<file path="config.mk">
export PLATFORM = sky130hd
export DESIGN_NAME = c7bbiu_wr_arb_rr
export DESIGN_NICKNAME = d
export VERILOG_FILES = /design/src/rtl/c7bbiu_wr_arb_rr.sv
export SDC_FILE = /design/constraint.sdc
export NUM_CORES = 1
export LEC_CHECK = 0
export BUFFER_PORTS_ARGS = -buffer_cell sky130_fd_sc_hd__buf_2
export CAP_MARGIN = 15
export CORE_AREA = 4 4 144 146
export CTS_CLUSTER_SIZE = 25
export DETAILED_ROUTE_END_ITERATION = 8
export DIE_AREA = 0 0 148 150
export HOLD_SLACK_MARGIN = 0.03
export PLACE_DENSITY = 0.48
export SYNTH_ARGS = -nofsm -noshare
export SYNTH_HDL_FRONTEND = slang
export SYNTH_SLANG_ARGS = --single-unit
export TNS_END_PERCENT = 30
</file>
<file path="constraint.sdc">
create_clock -name clk -period 2.23 [get_ports clk]
set_input_delay 0.446 -clock clk [delete_from_list [all_inputs] [get_ports clk]]
set_output_delay 0.446 -clock clk [all_outputs]
set_load 0.03 [all_outputs]
</file>
<file path="src/rtl/c7bbiu_wr_arb_rr.sv">
// Round-robin AXI write-channel arbiter: NREQ requesters share one AW/W master port.
// W bursts follow AW-acceptance order through a small W-order FIFO of requester indices.
module c7bbiu_wr_arb_rr #(
  parameter int NREQ     = 2,
  parameter int WQ_DEPTH = 4,
  parameter int ID_BASE  = 0
) (
  input  logic               clk,
  input  logic               resetn,
  input  logic               axi_aw_ready,
  input  logic               axi_w_ready,
  input  logic [NREQ-1:0]    req_aw_req,
  output logic [NREQ-1:0]    biu_aw_ack,
  input  logic [NREQ*32-1:0] req_aw_addr,
  input  logic [NREQ*8-1:0]  req_aw_len,
  input  logic [NREQ*3-1:0]  req_aw_size,
  input  logic [NREQ-1:0]    req_w_req,
  output logic [NREQ-1:0]    biu_w_ack,
  input  logic [NREQ*64-1:0] req_w_data,
  input  logic [NREQ*8-1:0]  req_w_strb,
  input  logic [NREQ-1:0]    req_w_last,
  output logic               arb_wr_aw_val,
  output logic [3:0]         arb_wr_aw_id,
  output logic [31:0]        arb_wr_aw_addr,
  output logic [7:0]         arb_wr_aw_len,
  output logic [2:0]         arb_wr_aw_size,
  output logic [1:0]         arb_wr_aw_burst,
  output logic               arb_wr_aw_lock,
  output logic [3:0]         arb_wr_aw_cache,
  output logic [2:0]         arb_wr_aw_prot,
  output logic               arb_wr_w_val,
  output logic [3:0]         arb_wr_w_id,
  output logic [63:0]        arb_wr_w_data,
  output logic [7:0]         arb_wr_w_strb,
  output logic               arb_wr_w_last
);

  localparam int IW = (NREQ > 1) ? $clog2(NREQ) : 1;
  localparam int PW = (WQ_DEPTH > 1) ? $clog2(WQ_DEPTH) : 1;
  localparam int CW = $clog2(WQ_DEPTH + 1);

  logic [IW-1:0]   rr_ptr;
  logic [IW-1:0]   hold_idx;
  logic [IW-1:0]   grant_idx;
  logic [IW-1:0]   scan_idx;
  logic [IW-1:0]   sel_idx;
  logic [IW-1:0]   wq_head;
  logic            aw_hold;
  logic            grant_vld;
  logic            aw_val;
  logic            aw_hs;
  logic            w_val;
  logic            wq_push;
  logic            wq_pop;
  logic            wq_full;
  logic            wq_empty;
  logic [NREQ-1:0] aw_eligible;
  logic [IW-1:0]   wq_mem [WQ_DEPTH];
  logic [PW-1:0]   wq_wr_ptr;
  logic [PW-1:0]   wq_rd_ptr;
  logic [CW-1:0]   wq_cnt;

  logic [31:0] aw_addr_a [NREQ];
  logic [7:0]  aw_len_a  [NREQ];
  logic [2:0]  aw_size_a [NREQ];
  logic [63:0] w_data_a  [NREQ];
  logic [7:0]  w_strb_a  [NREQ];

  for (genvar i = 0; i < NREQ; i++) begin : g_unpack
    assign aw_addr_a[i] = req_aw_addr[32*i +: 32];
    assign aw_len_a[i]  = req_aw_len[8*i +: 8];
    assign aw_size_a[i] = req_aw_size[3*i +: 3];
    assign w_data_a[i]  = req_w_data[64*i +: 64];
    assign w_strb_a[i]  = req_w_strb[8*i +: 8];
  end

  function automatic logic [PW-1:0] ptr_inc(input logic [PW-1:0] p);
    return (p == PW'(WQ_DEPTH - 1)) ? '0 : p + 1'b1;
  endfunction

  assign wq_full     = (wq_cnt == CW'(WQ_DEPTH));
  assign wq_empty    = (wq_cnt == '0);
  assign aw_eligible = req_aw_req & {NREQ{~wq_full}};

  // First eligible requester at or after rr_ptr, wrapping mod NREQ.
  always_comb begin
    grant_vld = 1'b0;
    grant_idx = '0;
    scan_idx  = '0;
    for (int k = 0; k < NREQ; k++) begin
      scan_idx = IW'((int'(rr_ptr) + k) % NREQ);
      if (!grant_vld && aw_eligible[scan_idx]) begin
        grant_vld = 1'b1;
        grant_idx = scan_idx;
      end
    end
  end

  // Outputs are gated by resetn so they read 0 throughout an asserted reset.
  assign sel_idx = aw_hold ? hold_idx : grant_idx;
  assign aw_val  = resetn & (aw_hold | grant_vld);
  assign aw_hs   = aw_val & axi_aw_ready;
  assign wq_push = aw_hs;

  assign wq_head = wq_mem[wq_rd_ptr];
  assign w_val   = resetn & ~wq_empty & req_w_req[wq_head];
  assign wq_pop  = w_val & axi_w_ready & req_w_last[wq_head];

  always_comb begin
    biu_aw_ack      = '0;
    arb_wr_aw_val   = aw_val;
    arb_wr_aw_id    = '0;
    arb_wr_aw_addr  = '0;
    arb_wr_aw_len   = '0;
    arb_wr_aw_size  = '0;
    arb_wr_aw_burst = '0;
    arb_wr_aw_lock  = 1'b0;
    arb_wr_aw_cache = '0;
    arb_wr_aw_prot  = '0;
    if (aw_val) begin
      arb_wr_aw_id    = 4'(ID_BASE + int'(sel_idx));
      arb_wr_aw_addr  = aw_addr_a[sel_idx];
      arb_wr_aw_len   = aw_len_a[sel_idx];
      arb_wr_aw_size  = aw_size_a[sel_idx];
      arb_wr_aw_burst = 2'b01;
    end
    if (aw_hs) biu_aw_ack[sel_idx] = 1'b1;
  end

  always_comb begin
    biu_w_ack     = '0;
    arb_wr_w_val  = w_val;
    arb_wr_w_id   = '0;
    arb_wr_w_data = '0;
    arb_wr_w_strb = '0;
    arb_wr_w_last = 1'b0;
    if (w_val) begin
      arb_wr_w_id   = 4'(ID_BASE + int'(wq_head));
      arb_wr_w_data = w_data_a[wq_head];
      arb_wr_w_strb = w_strb_a[wq_head];
      arb_wr_w_last = req_w_last[wq_head];
      if (axi_w_ready) biu_w_ack[wq_head] = 1'b1;
    end
  end

  always_ff @(posedge clk or negedge resetn) begin
    if (!resetn) begin
      rr_ptr    <= '0;
      aw_hold   <= 1'b0;
      hold_idx  <= '0;
      wq_wr_ptr <= '0;
      wq_rd_ptr <= '0;
      wq_cnt    <= '0;
      for (int i = 0; i < WQ_DEPTH; i++) wq_mem[i] <= '0;
    end else begin
      if (aw_hs) begin
        rr_ptr  <= IW'((int'(sel_idx) + 1) % NREQ);
        aw_hold <= 1'b0;
      end else if (aw_val && !aw_hold) begin
        // Stalled by the slave: freeze this grant until the handshake.
        aw_hold  <= 1'b1;
        hold_idx <= grant_idx;
      end
      if (wq_push) begin
        wq_mem[wq_wr_ptr] <= sel_idx;
        wq_wr_ptr         <= ptr_inc(wq_wr_ptr);
      end
      if (wq_pop) wq_rd_ptr <= ptr_inc(wq_rd_ptr);
      case ({wq_push, wq_pop})
        2'b10:   wq_cnt <= wq_cnt + 1'b1;
        2'b01:   wq_cnt <= wq_cnt - 1'b1;
        default: wq_cnt <= wq_cnt;
      endcase
    end
  end

  a_aw_ack_onehot: assert property (@(posedge clk) disable iff (!resetn) $onehot0(biu_aw_ack));
  a_w_ack_onehot:  assert property (@(posedge clk) disable iff (!resetn) $onehot0(biu_w_ack));
  a_no_pop_empty:  assert property (@(posedge clk) disable iff (!resetn) !(wq_pop && wq_empty));
  a_no_push_full:  assert property (@(posedge clk) disable iff (!resetn)
                                    !(wq_push && wq_full && !wq_pop));

endmodule

</file>
==> results.ini, run 1 <==
[synth]
ys_types = 35
synth_top_area_share_pct = 32.3
synth-adder-area-share_pct = 3.49
synth_area_um2 = 2720
synth.most_common_cell = nand2_1
ys_ff_latch = 14
synth_top_family_by_area = simple AND/OR/NAND/NOR gates
async_flop_share_pct = 100
synth_area_leaders = nand2_1 32%, a21oi_1 21%, dfrtp_1 13%, buf_4 8.0%, mux2_2 5.0%
ys_top_cells_by_count = 234 x nand2_1, 115 x a21oi_1, 29 x buf_4
syn-mean-instance-area_um2 = 5.53
synth_compound_area_share_pct = 24.2
synth_top_cell_by_area = nand2_1
postSynthCellCount = 492
ys.flop_type = dfrtp_1
synthMuxAreaShare_pct = 7.26
yosysSeqAreaShare_pct = 12.9
synth_edf_count = 0
synthXorXnorAreaFrac_pct = 0.965
synth-simple-area-share_pct = 37.5
yosysWarnings = 0

[finish]
stdcell_count = 1134
fin_util_pct = 32.2
drive_above_1_share_pct = 60.1
n_antenna_cell = 0
final-seq-area_um2 = 352
fill_cells = 2122
stdcell_area_um2 = 6260
nets = 1117
multiInputGateArea_um2 = 2480
syn2layout_area_growth_pct = 130

[route]
firstDrtPassIters = 5
routedWlPerCell_um = 15.3
via_per_inst = 4.14
wl_um = 17300
drt_iter0_markers = 98
ant_nets = 0
drc = 0
num_vias = 4695

[power_and_ir_drop]
p_leak_nw = 3.24
pwr_density_cell_nw_per_um2 = 1320
power_mw = 8.24
ir_drop_v = 0.000469

[critical_path]
cp_max_fo = 21
arrival_ns = 2.08
startpoint_type = register
critPathRequiredTime_ns = 1.78
r2r_cells = 11
cp_num_buf_inv = 2
cp_slowest_cell = mux4_2
path_cells = mux4_2 > mux2i_1 > nand2b_4 > clkbuf_16 > a21oi_1 > buf_4
worstSetupPathType = reg2out
cp-end-kind = output pin
cp_num_cells = 6
cpPeakStageDelay_ns = 0.53
crit_family = multiplexers

[timing]
setup_viol = 124
clock.fmax_ghz = 0.396
fin_ws_ns = -0.296
hold_viol = 0
hold_ws_ns = 0.186
slew_violations = 0
fin_skew_ns = 0.00138
setup_tns_ns = -20.56
rsz0062_at_grt = true
finalCritPeriodShare_pct = 113
period_needed_ns = 2.53

[floorplanning]
die_y_um = 150
io_pins = 380
start_util_pct = 14.0
dieWidth_um = 148
die_area_um2 = 22200
core_um2 = 19400
rows = 51

[run_status]
violations = setup timing
outcome = finished, violations left

[clock_network]
clock-sinks = 14
cts_buffer_depth = 2
cts_hold_buf = 0
cts_tree = yes
path_clk_slew_ns = 0.05
htreeDepth = 1
clk_latency_ns = 0.25
cts-root-buf = clkbuf_16
numCtsBuffers = 3

[global_routing]
grt_max_degree = 47
grt_use_total_pct = 13.6
overflow = 0
antenna_found_initial = 2
grt_pass1_wl_um = 24600
grt_pass1_vias = 4907

[placement]
hpwl_um = 13100
place.gp.congestion = 0.790
port_buffers = 364
dp_cells = 1120
place_ws_ns = -0.124
dpl_cell_area_um2 = 5140

[min_path]
worstHoldPathType = in2async

[run]
max_cap_viol_count = 0

[layout by cell type, fill, tap and decap left out, types with 2 or more instances in the layout]
cell type | Yosys | layout
buf_4 | 29 | 98
xor2_1 | 2 | 2
dfrtp_1 | 14 | 13
buf_12 | 0 | 9
a21oi_1 | 115 | 57
nor3_1 | 3 | 3
ha_1 | 6 | 6
a21oi_2 | 0 | 48
buf_2 | 10 | 245
inv_1 | 9 | 9
mux2i_1 | 4 | 3
nand2_2 | 0 | 16
nand4_1 | 4 | 4
a21oi_4 | 0 | 10
buf_16 | 0 | 6
nand2_1 | 234 | 215
clkbuf_16 | 0 | 4
buf_6 | 0 | 56
nand3_1 | 3 | 3
nand2_4 | 0 | 3
nor2_1 | 9 | 8
conb_1 | 1 | 15
mux2_2 | 12 | 11
[cell families after synthesis]
family | Yosys count
AND/OR/NAND/NOR | 261
buffers and inverters | 66
other | 1
XOR/XNOR | 3
AO/OA/AOI/OAI | 123
flip-flops | 14
adder cells (fa/ha/maj) | 7
multiplexers | 17
[layer usage]
layer  up-vias  track usage [%]  part of all wire (%)
li1       2333                -                     -
met1      2092             14.2                    35
met2       247             27.8                    55
met3        23             3.18                   8.1
met4         0             2.45                   1.8
met5         -                0                     0
[registers in the layout, indices dropped and copies added, names as in the netlist]
name       count
wq_cnt         3
wq_rd_ptr      2
wq_wr_ptr      2
wq_mem         4
hold_idx       1
aw_hold        1
rr_ptr         1
[repair_timing]
item	in CTS	in global routing
gates resized for setup	163	112
setup endpoints to repair	124	126
setup buffers	4	0
gates cloned	6	1
pin swaps	45	16
[power by group]
part           leakage [nW]  total, mW  internal, mW  switching [mW]
Clock                0.0442      0.384         0.272           0.112
Sequential            0.168      0.486         0.378           0.108
Combinational          3.02       7.37          3.05            4.32
[final cells by class]
| type | count | share of cell area (%) |
|---|---|---|
| Clock buffer | 4 | 1.42 |
| Inverter | 10 | 0.600 |
| Multi-Input combinational cell | 426 | 39.7 |
| Sequential cell | 14 | 5.62 |
| Tap cell | 265 | 5.30 |
| Timing Repair Buffer | 415 | 47.4 |
[worst paths after layout]
check / start / end / slack (ns)
worst max-delay path: wq_rd_ptr[0] / arb_wr_w_data[4] / -0.30
worst min-delay path: resetn / wq_cnt[1] / 0.19
worst max register to register: wq_rd_ptr[1] / wq_cnt[2] / -0.09
worst min register to register: hold_idx / hold_idx / 0.50
max in group asynchronous: resetn / aw_hold / 1.80
min in group clk: hold_idx / hold_idx / 0.50
No activity file was read; power rests on OpenSTA's default activity.
==> inputs of run 2 (changes only) <==
Settings changed: CORE_AREA 4 4 144 146 to 5 5 145 147, CTS_CLUSTER_DIAMETER set to 150, DIE_AREA 0 0 148 150 to 0 0 150 152, SETUP_SLACK_MARGIN set to 0.1.
==> run 2 against run 1 <==
Net effect:
- the flow still finishes with violations (setup timing)
- routed wire length down 3.5%
- sequential cell count is the same
- power decreased by 7.1%
- combinational power down 7.9%
- worst setup slack got worse by 0.020 ns
- count of clock-buffer cells in the layout unchanged
- die area is 2.7% higher
- core utilization shrank 2.3 points
- hold slack lost 0.041 ns
- sequential share of layout area grew 0.30 points
- final cell count shrank 0.35%
- first-iteration DRC count rose by 14%
- critical endpoint is now arb_wr_w_strb[0]
- largest power group unchanged
==> results.ini, run 2 (synthesis results as in run 1) <==
[run_status]
outcome = finished, violations left
violations = setup timing

[placement]
port_buffers = 364  ; unchanged
hpwl_um = 13200  ; +0.50%
place.gp.congestion = 0.796  ; +0.72%
dp_cells = 1123  ; +0.27%

[floorplanning]
dieWidth_um = 150  ; +1.4%
rows = 52  ; +2.0%
core_um2 = 19800  ; +2.0%
io_pins = 380  ; unchanged
start_util_pct = 13.8  ; -0.27 points
die_y_um = 152  ; +1.3%
die_area_um2 = 22800  ; +2.7%

[clock_network]
cts_tree = yes
cts_buffer_depth = 2  ; unchanged
cts_hold_buf = 0  ; unchanged
path_clk_slew_ns = 0.05  ; about the same
numCtsBuffers = 3  ; unchanged
htreeDepth = 1  ; unchanged
cts-root-buf = clkbuf_16
clock-sinks = 14  ; unchanged
clk_latency_ns = 0.25  ; about the same

[timing]
hold_viol = 0  ; unchanged
setup_viol = 124  ; unchanged
fin_skew_ns = 0.00864  ; +0.00726 ns
slew_violations = 0  ; unchanged
finalCritPeriodShare_pct = 114  ; +0.89 points
rsz0062_at_grt = true
period_needed_ns = 2.55  ; +0.0199 ns
fin_ws_ns = -0.315  ; -0.0199 ns
clock.fmax_ghz = 0.393  ; -0.78%

[power_and_ir_drop]
pwr-share-comb_pct = 88.8  ; -0.6 points
pwr_density_cell_nw_per_um2 = 1290  ; -1.8%
switching_share_pct = 56.9  ; +1.9 points
internal_power_mw = 3.30  ; -11%
power_frac_clock_pct = 4.9  ; +0.2 points
seq_power_share_pct = 6.3  ; +0.4 points
power_switching_mw = 4.36  ; -4.0%
power_mw = 7.65  ; -7.1%
ir_drop_v = 0.000814  ; +73%
p_leak_nw = 3.11  ; -4.0%

[finish]
final_cell_mix = 253 x buf_2, 230 x nand2_1, 86 x buf_4
final_common_cell = buf_2
stdcell_count = 1130  ; -0.35%
largest_reg_flops = 4  ; unchanged
top_register = wq_mem
fin_util_pct = 29.9  ; -2.3 points
drive_above_1_share_pct = 57.9  ; -2.2 points
syn2layout_area_growth_pct = 118
nets = 1107  ; -0.90%
top_regs = wq_mem (4), wq_cnt (3)

[route]
drt_iter0_markers = 112  ; +14%
ant_nets = 0  ; unchanged
firstDrtPassIters = 4  ; -1
via_per_inst = 4.05  ; -2.2%
wl_um = 16700  ; -3.5%
drc = 0  ; unchanged
num_vias = 4575  ; -2.6%
routedWlPerCell_um = 14.8  ; -3.2%

[global_routing]
grt_busiest_layer = met2
met1_usage_pct = 15.4  ; +1.2 points
grt_use_total_pct = 13.0  ; -0.65 points
grt_max_degree = 70  ; +49%
grtUsageMet2_pct = 24.0  ; -3.8 points
antenna_found_initial = 4  ; +2
grt_pass1_vias = 4479  ; -8.7%
overflow = 0  ; unchanged
met3_usage_pct = 3.46  ; +0.28 points
grt_pass1_wl_um = 24200  ; -1.3%

[critical_path]
cp_max_fo = 12  ; -43%
path_cells = mux4_2 > mux2i_1 > nand2b_4 > buf_4 > a21oi_2 > buf_2
worstSetupPathType = reg2out
startpoint_type = register
r2r-end = wq_cnt[2]
critPathRequiredTime_ns = 1.78  ; about the same
r2r_cells = 11  ; unchanged
reg2reg_from = wq_rd_ptr[1]
cp_slowest_cell = mux4_2
cpPeakStageDelay_ns = 0.49  ; -0.04 ns
arrival_ns = 2.10  ; +0.02 ns
cp-end-kind = output pin
r2r_slack_ns = -0.13  ; -0.04 ns

[min_path]
worstHoldPathType = in2async

[run]
max_cap_viol_count = 0  ; unchanged

[run 2: changes by cell type in the layout (fill, tap and decap cells not counted), sizes merged]
cell	before	now
bufbuf	0	1
buf	414	390
clkbuf	5	18
diode	0	1
[run 2: power by group through the flow]
| stage | Sequential [mW] | Clock [mW] | Combinational (mW) |
|---|---|---|---|
| after floorplan | 0.473 | 0 | 3.91 |
| after global placement | 0.468 | 0 | 5.91 |
| after detailed placement | 0.474 | 0 | 5.87 |
| after CTS | 0.473 | 0.385 | 6.62 |
| after global routing | 0.501 | 0.398 | 7.35 |
| final | 0.482 | 0.377 | 6.79 |
[run 2: cell type report]
| type | instances | area (um^2) |
|---|---|---|
| Clock buffer | 4 | 88.8 |
| Multi-Input combinational cell | 426 | 2410 |
| Timing Repair Buffer | 405 | 2690 |
| Inverter | 10 | 37.5 |
| Fill cell | 2240 | 13900 |
| Antenna cell | 1 | 2.50 |
| Tap cell | 270 | 338 |
| Sequential cell | 14 | 350 |
[run 2: what timing repair did]
item / CTS / global route
setup buffers: 1 / 0
setup endpoints to repair: 127 / 127
cloned: 1 / 0
gates resized for setup: 150 / 66
pin swaps: 40 / 1
[run 2: critical path, delay by kind of cell (launching register included)]
| family | cells | cell delay (ns) |
|---|---|---|
| buffers and inverters | 2 | 0.46 |
| multiplexers | 2 | 0.62 |
| AO/OA/AOI/OAI | 1 | 0.12 |
| AND/OR/NAND/NOR | 1 | 0.24 |
| flip-flops | 1 | 0.41 |
[run 2: metrics by stage]
step                      setup slack, ns  TNS [ns]  hold slack [ns]  cell area (um^2)
after floorplan                    -0.225    -17.20            0.150              2890
final                              -0.315    -25.31            0.145              5920
after global placement             -0.171     -4.05            0.402              5100
after global routing               -0.423    -37.51            0.155              5920
after CTS                          -0.365    -26.45            0.143              5680
after detailed placement           -0.175     -4.81            0.403              5100
[run 2: metal layers]
layer / vias up / part of all wire [%]
met5: - / 0.13
met4: 4 / 0.61
met3: 12 / 9.8
met2: 205 / 51
met1: 2037 / 38
li1: 2317 / -
[run 2: worst max path at each step]
stage / endpoint / from / slack (ns) / cells past startpoint
floorplan: arb_wr_w_data[12] / wq_rd_ptr[0] / -0.22 / 7
global placement: arb_wr_w_data[35] / wq_mem[1] / -0.17 / 6
detailed placement: arb_wr_w_data[4] / wq_mem[3] / -0.17 / 6
CTS: arb_wr_w_data[37] / wq_mem[3] / -0.37 / 6
global route: biu_w_ack[0] / wq_mem[3] / -0.42 / 7
finish: arb_wr_w_strb[0] / wq_mem[3] / -0.32 / 6
